--- src/rtl/pb_keycode_encoder.sv ---
// Synchronised, debounced pushbutton bank to a one-shot binary keycode strobe (highest index wins).
// Optional auto-repeat while the key is held: build with PB_ENC_AUTOREPEAT_EN defined.
module pb_keycode_encoder #(
    parameter int unsigned NBTN         = 21,
    parameter int unsigned CW           = 5,
    parameter int unsigned DEBOUNCE     = 2,
    parameter int unsigned REPEAT_DELAY = 50,
    parameter int unsigned REPEAT_RATE  = 10
) (
    input  logic            hz100,
    input  logic            reset,
    input  logic [NBTN-1:0] pb,
    output logic [CW-1:0]   code,
    output logic            strobe,
    output logic            held,
    output logic            multi
);

    localparam int unsigned CNTW = (DEBOUNCE > 1) ? $clog2(DEBOUNCE) : 1;

    localparam logic [1:0] ST_IDLE     = 2'd0;
    localparam logic [1:0] ST_DEBOUNCE = 2'd1;
    localparam logic [1:0] ST_PRESSED  = 2'd2;
    localparam logic [1:0] ST_RELEASE  = 2'd3;

    // Reject configurations where the top index cannot be encoded or the counters cannot work.
    if (NBTN < 2 || NBTN > 32 || CW < $clog2(NBTN) || DEBOUNCE < 1 ||
        REPEAT_DELAY < 1 || REPEAT_RATE < 1) begin : g_cfg_check
        $error("pb_keycode_encoder: illegal parameter combination");
    end

    logic [NBTN-1:0] sync1;
    logic [NBTN-1:0] s;
    logic            any;
    logic            multi_hot;
    logic [CW-1:0]   idx;

    logic [1:0]      state;
    logic [1:0]      state_d;
    logic [CNTW-1:0] cnt;
    logic [CNTW-1:0] cnt_d;
    logic [CW-1:0]   cand;
    logic [CW-1:0]   cand_d;
    logic [CW-1:0]   code_d;
    logic            strobe_d;
    logic            held_d;
    logic            multi_d;

`ifdef PB_ENC_AUTOREPEAT_EN
    localparam int unsigned REP_MAX = (REPEAT_DELAY > REPEAT_RATE) ? REPEAT_DELAY : REPEAT_RATE;
    localparam int unsigned RCW     = (REP_MAX > 1) ? $clog2(REP_MAX) : 1;

    logic [RCW-1:0]  rcnt;
    logic [RCW-1:0]  rcnt_d;
    logic            rphase;
    logic            rphase_d;
`endif

    assign any       = |s;
    // Clearing the lowest set bit leaves something only when two or more bits are set.
    assign multi_hot = |(s & (s - NBTN'(1)));

    // Highest-index pressed button; zero when nothing is down.
    always_comb begin
        idx = '0;
        for (int unsigned i = 0; i < NBTN; i++) begin
            if (s[i]) begin
                idx = CW'(i);
            end
        end
    end

    // Next-state and registered-output logic.
    always_comb begin
        state_d  = state;
        cnt_d    = cnt;
        cand_d   = cand;
        code_d   = code;
        strobe_d = 1'b0;
        held_d   = held;
        multi_d  = multi;
`ifdef PB_ENC_AUTOREPEAT_EN
        rcnt_d   = rcnt;
        rphase_d = rphase;
`endif
        case (state)
            ST_IDLE: begin
                held_d  = 1'b0;
                multi_d = 1'b0;
                if (any) begin
                    state_d = ST_DEBOUNCE;
                    cand_d  = idx;
                    cnt_d   = '0;
                end
            end
            ST_DEBOUNCE: begin
                if (!any) begin
                    state_d = ST_IDLE;
                    cnt_d   = '0;
                end else if (idx != cand) begin
                    cand_d = idx;
                    cnt_d  = '0;
                end else if (cnt == CNTW'(DEBOUNCE - 1)) begin
                    state_d  = ST_PRESSED;
                    code_d   = cand;
                    strobe_d = 1'b1;
                    held_d   = 1'b1;
                    multi_d  = multi_hot;
                    cnt_d    = '0;
                end else begin
                    cnt_d = cnt + CNTW'(1);
                end
            end
            ST_PRESSED: begin
                held_d  = 1'b1;
                multi_d = multi_hot;
                // A changed top index is a release, never a new press.
                if (!any || idx != code) begin
                    state_d = ST_RELEASE;
                    held_d  = 1'b0;
                    multi_d = 1'b0;
                    cnt_d   = '0;
`ifdef PB_ENC_AUTOREPEAT_EN
                    rcnt_d   = '0;
                    rphase_d = 1'b0;
                end else if (!rphase && rcnt == RCW'(REPEAT_DELAY - 1)) begin
                    strobe_d = 1'b1;
                    rcnt_d   = '0;
                    rphase_d = 1'b1;
                end else if (rphase && rcnt == RCW'(REPEAT_RATE - 1)) begin
                    strobe_d = 1'b1;
                    rcnt_d   = '0;
                end else begin
                    rcnt_d = rcnt + RCW'(1);
`endif
                end
            end
            ST_RELEASE: begin
                held_d  = 1'b0;
                multi_d = 1'b0;
                if (any) begin
                    cnt_d = '0;
                end else if (cnt == CNTW'(DEBOUNCE - 1)) begin
                    state_d = ST_IDLE;
                    cnt_d   = '0;
                end else begin
                    cnt_d = cnt + CNTW'(1);
                end
            end
            default: begin
                state_d = ST_IDLE;
                cnt_d   = '0;
            end
        endcase
    end

    // State, synchroniser and output registers.
    always_ff @(posedge hz100) begin
        if (reset) begin
            sync1  <= '0;
            s      <= '0;
            state  <= ST_IDLE;
            cnt    <= '0;
            cand   <= '0;
            code   <= '0;
            strobe <= 1'b0;
            held   <= 1'b0;
            multi  <= 1'b0;
`ifdef PB_ENC_AUTOREPEAT_EN
            rcnt   <= '0;
            rphase <= 1'b0;
`endif
        end else begin
            sync1  <= pb;
            s      <= sync1;
            state  <= state_d;
            cnt    <= cnt_d;
            cand   <= cand_d;
            code   <= code_d;
            strobe <= strobe_d;
            held   <= held_d;
            multi  <= multi_d;
`ifdef PB_ENC_AUTOREPEAT_EN
            rcnt   <= rcnt_d;
            rphase <= rphase_d;
`endif
        end
    end

endmodule

--- config.mk ---
export PLATFORM = sky130hd
export DESIGN_NAME = pb_keycode_encoder
export DESIGN_NICKNAME = d
export VERILOG_FILES = /design/src/rtl/pb_keycode_encoder.sv
export SDC_FILE = /design/constraint.sdc
export NUM_CORES = 1
export LEC_CHECK = 0
export CAP_MARGIN = 15
export CORE_MARGIN = 8
export CORE_UTILIZATION = 45
export CTS_BUF_LIST = sky130_fd_sc_hd__clkbuf_16
export DETAILED_ROUTE_END_ITERATION = 10
export PLACE_DENSITY = 0.67
export SYNTH_ARGS = -nofsm -noshare
export SYNTH_HDL_FRONTEND = slang
export SYNTH_SLANG_ARGS = --single-unit
--- constraint.sdc ---
create_clock -name hz100 -period 3.6 [get_ports hz100]
set_clock_uncertainty 0.15 [all_clocks]
set_input_delay 0.72 -clock hz100 [delete_from_list [all_inputs] [get_ports hz100]]
set_output_delay 0.72 -clock hz100 [all_outputs]
set_load 0.02 [all_outputs]
==> run summary <==
Hold_buf cts = 0
Most frequent cells in the layout = dfxtp_1, nor2b_1, clkdlybuf4s50_1
Standard-cell rows = 27
NumNets Final = 312
Worst-path clk slew = 0.05 ns
DR DRC count = 0
Post_cts resized = 0
Max clock buf depth = 2
M2 GR Usage = 0.214
Setup TNS = 0 ns
Mapped Area = 2440 µm²
Die area = 8030 µm²
Via count = 1850
Area growth syn-to-layout = 27.4%
Worst Tran Pin Value = 0.743 ns
Filler instances = 471
Worst slew margin = 0.492
Critical path arrival = 3.04 ns
Worst Path Required = 3.66 ns
Critical path peak fanout = 5
CTS tree = done
Clock buffer count from CTS = 9
Global-route wire length before repair = 7.84 mm
Maxcap violations = 0
Share of cells above drive strength 1 = 0.106
Worst Min Path Start = sync1[6]
Number of inserted diodes = 0
Total setup buffers inserted after CTS = 0
IO buf count = 30
RSZ-0062 raised after global routing = no
Core Footprint = 5370 µm²
RD Place Congestion = 0.817
Max-slew violation count = 0
TritonRoute pass-1 iters = 4
Status = complete, no violations
Drt initial violations = 95
Hold Vio Cnt, Final = 0
Unique masters post-synth = 52
Total wire length = 4.68 mm
Antenna Nets Post-Route = 0
Worst skew pair latency = 0.32 ns
#FFs+latches synth = 58
Root Driver = clkbuf_16
Setup Crit Path Kind = reg -> reg
Critical Path End Type = flop
Startpoint Class = flop
Max Clk Rate = 0.336 GHz
Initial antenna violation count = 0
Total global-route track usage = 0.128
Met3 GRT Util = 0.0382
Critical path origin = s[3]
Power per cell area = 566 nW/µm²
P_leak = 1.20 nW
Fin cells = 365
Final worst-path cycle share = 0.827
Top Usage Layer GRT = met2
Die Height = 89.6 µm
Commonest non-fill, non-tap cell in the layout = dfxtp_1
Syn Area/Cell = 9.53 µm²
RR Startpoint = s[3]
Grt ovf = 0
VDD IR-drop max = 0.310 mV
Largest net degree at the start of global routing = 45
Vias per inst = 5.07
Routing usage on met1 = 0.144
Minimum clock period = 2.98 ns
Yosys warns = 0
Die Wd = 89.6 µm
Vias in the first global route = 1739
HP Class = reg -> reg
Mapped Nets = 279
Starting density of the core = 0.454
Top Ports = 31
Register area share after synthesis = 0.476
Cells after DPL = 350
Final setup viols = 0
HPWL after DPL = 3.44 mm
CTS sink count = 58
Routed len/inst = 12.8 µm
H-tree depth = 3
Synth Instances = 256
through the flow:
stage	hold WS [ns]	worst slack, ns	utilization	power [mW]	cell area, µm²
after floorplan	0.264	1.11	-	0.850	2440
after CTS	0.282	0.597	0.579	1.78	3110
after detailed placement	0.270	0.610	0.521	0.906	2800
after global routing	0.299	0.431	0.579	1.83	3110
after global placement	0.268	0.562	0.521	0.904	2800
final	0.279	0.623	0.579	1.76	3110
cells in the mapped netlist, drive strengths merged:
| master | count | area share |
|---|---|---|
| o21a | 2 | 0.0062 |
| o311ai | 1 | 0.0036 |
| a311oi | 2 | 0.0097 |
| maj3 | 1 | 0.0041 |
| o31a | 2 | 0.0072 |
| o32ai | 1 | 0.0036 |
| nor2b | 42 | 0.11 |
| nor3b | 2 | 0.0062 |
| or4 | 4 | 0.012 |
| or3 | 2 | 0.0051 |
| nor3 | 7 | 0.014 |
| a31o | 3 | 0.011 |
| o211a | 1 | 0.0041 |
| o221ai | 1 | 0.0036 |
| o22ai | 2 | 0.0051 |
| nor4 | 3 | 0.020 |
| a31oi | 2 | 0.0051 |
| a2111oi | 2 | 0.0072 |
| nand3 | 1 | 0.0072 |
| nand4b | 1 | 0.0036 |
| and3 | 3 | 0.0077 |
| a211o | 1 | 0.0036 |
| a221oi | 4 | 0.027 |
| nor2 | 29 | 0.046 |
| or2 | 4 | 0.010 |
| a211oi | 8 | 0.025 |
| and2 | 1 | 0.0026 |
| xnor2 | 5 | 0.021 |
| a21oi | 11 | 0.024 |
| o21ai | 6 | 0.014 |
| a21o | 1 | 0.0031 |
| xor2 | 1 | 0.0036 |
| clkbuf | 10 | 0.016 |
| o221a | 1 | 0.0046 |
| dfxtp | 58 | 0.48 |
| a21boi | 1 | 0.0031 |
| inv | 7 | 0.011 |
| nand2 | 12 | 0.018 |
| nand2b | 4 | 0.010 |
| mux2i | 6 | 0.025 |
| nand4 | 1 | 0.0026 |
path summary, 6_finish.rpt:
kind              slack [ns]  depth (start not counted)     to
setup / recovery        0.62                          7  multi
hold / removal          0.28                          1   s[6]
setup reg to reg        0.62                          7  multi
hold reg to reg         0.28                          1   s[6]
layout make-up:
class                           instances  area [µm²]  area share
Clock inverter                          6        82.6      0.0266
Sequential cell                        58        1160       0.374
Clock buffer                            9         225      0.0725
Timing Repair Buffer                   32         310      0.0998
Tap cell                               72        90.1      0.0290
Inverter                                7        26.3     0.00845
Multi-Input combinational cell        181        1210       0.390
metal layers:
metal  wire length [µm]  part of all wire
met1               2150              0.46
met2               2240              0.48
met3                216             0.046
met4                 82             0.018
met5                  0                 0
cell families after synthesis:
kind of cell             share of synthesized area
AND/OR/NAND/NOR                              0.274
flip-flops                                   0.476
AO/OA/AOI/OAI                                0.170
buffers and inverters                       0.0267
XOR/XNOR                                    0.0246
multiplexers                                0.0246
adder cells (fa/ha/maj)                    0.00410
worst max-delay path, stage by stage, from the launching register on:
cell and delay, ns:
dfxtp_1 0.34, or4_1 0.62, nor2_1 0.26, nand2_1 0.16, maj3_1 0.37, a2111oi_0 0.66, a221oi_2 0.11, a31o_1 0.21
state kept, by name, indices dropped and copies added, names as in the netlist, named ones only:
name / flops
multi: 1
s: 21
sync1: 21
code: 5
cand: 5
held: 1
strobe: 1
cnt: 1
state: 1
report_power, final:
| group | switching [mW] | total, mW | internal (mW) |
|---|---|---|---|
| combinational | 0.0956 | 0.191 | 0.0957 |
| clock | 0.272 | 0.867 | 0.595 |
| sequential | 0.0270 | 0.701 | 0.674 |
| total | 0.395 | 1.76 | 1.36 |
No activity file was read; power rests on OpenSTA's default activity.
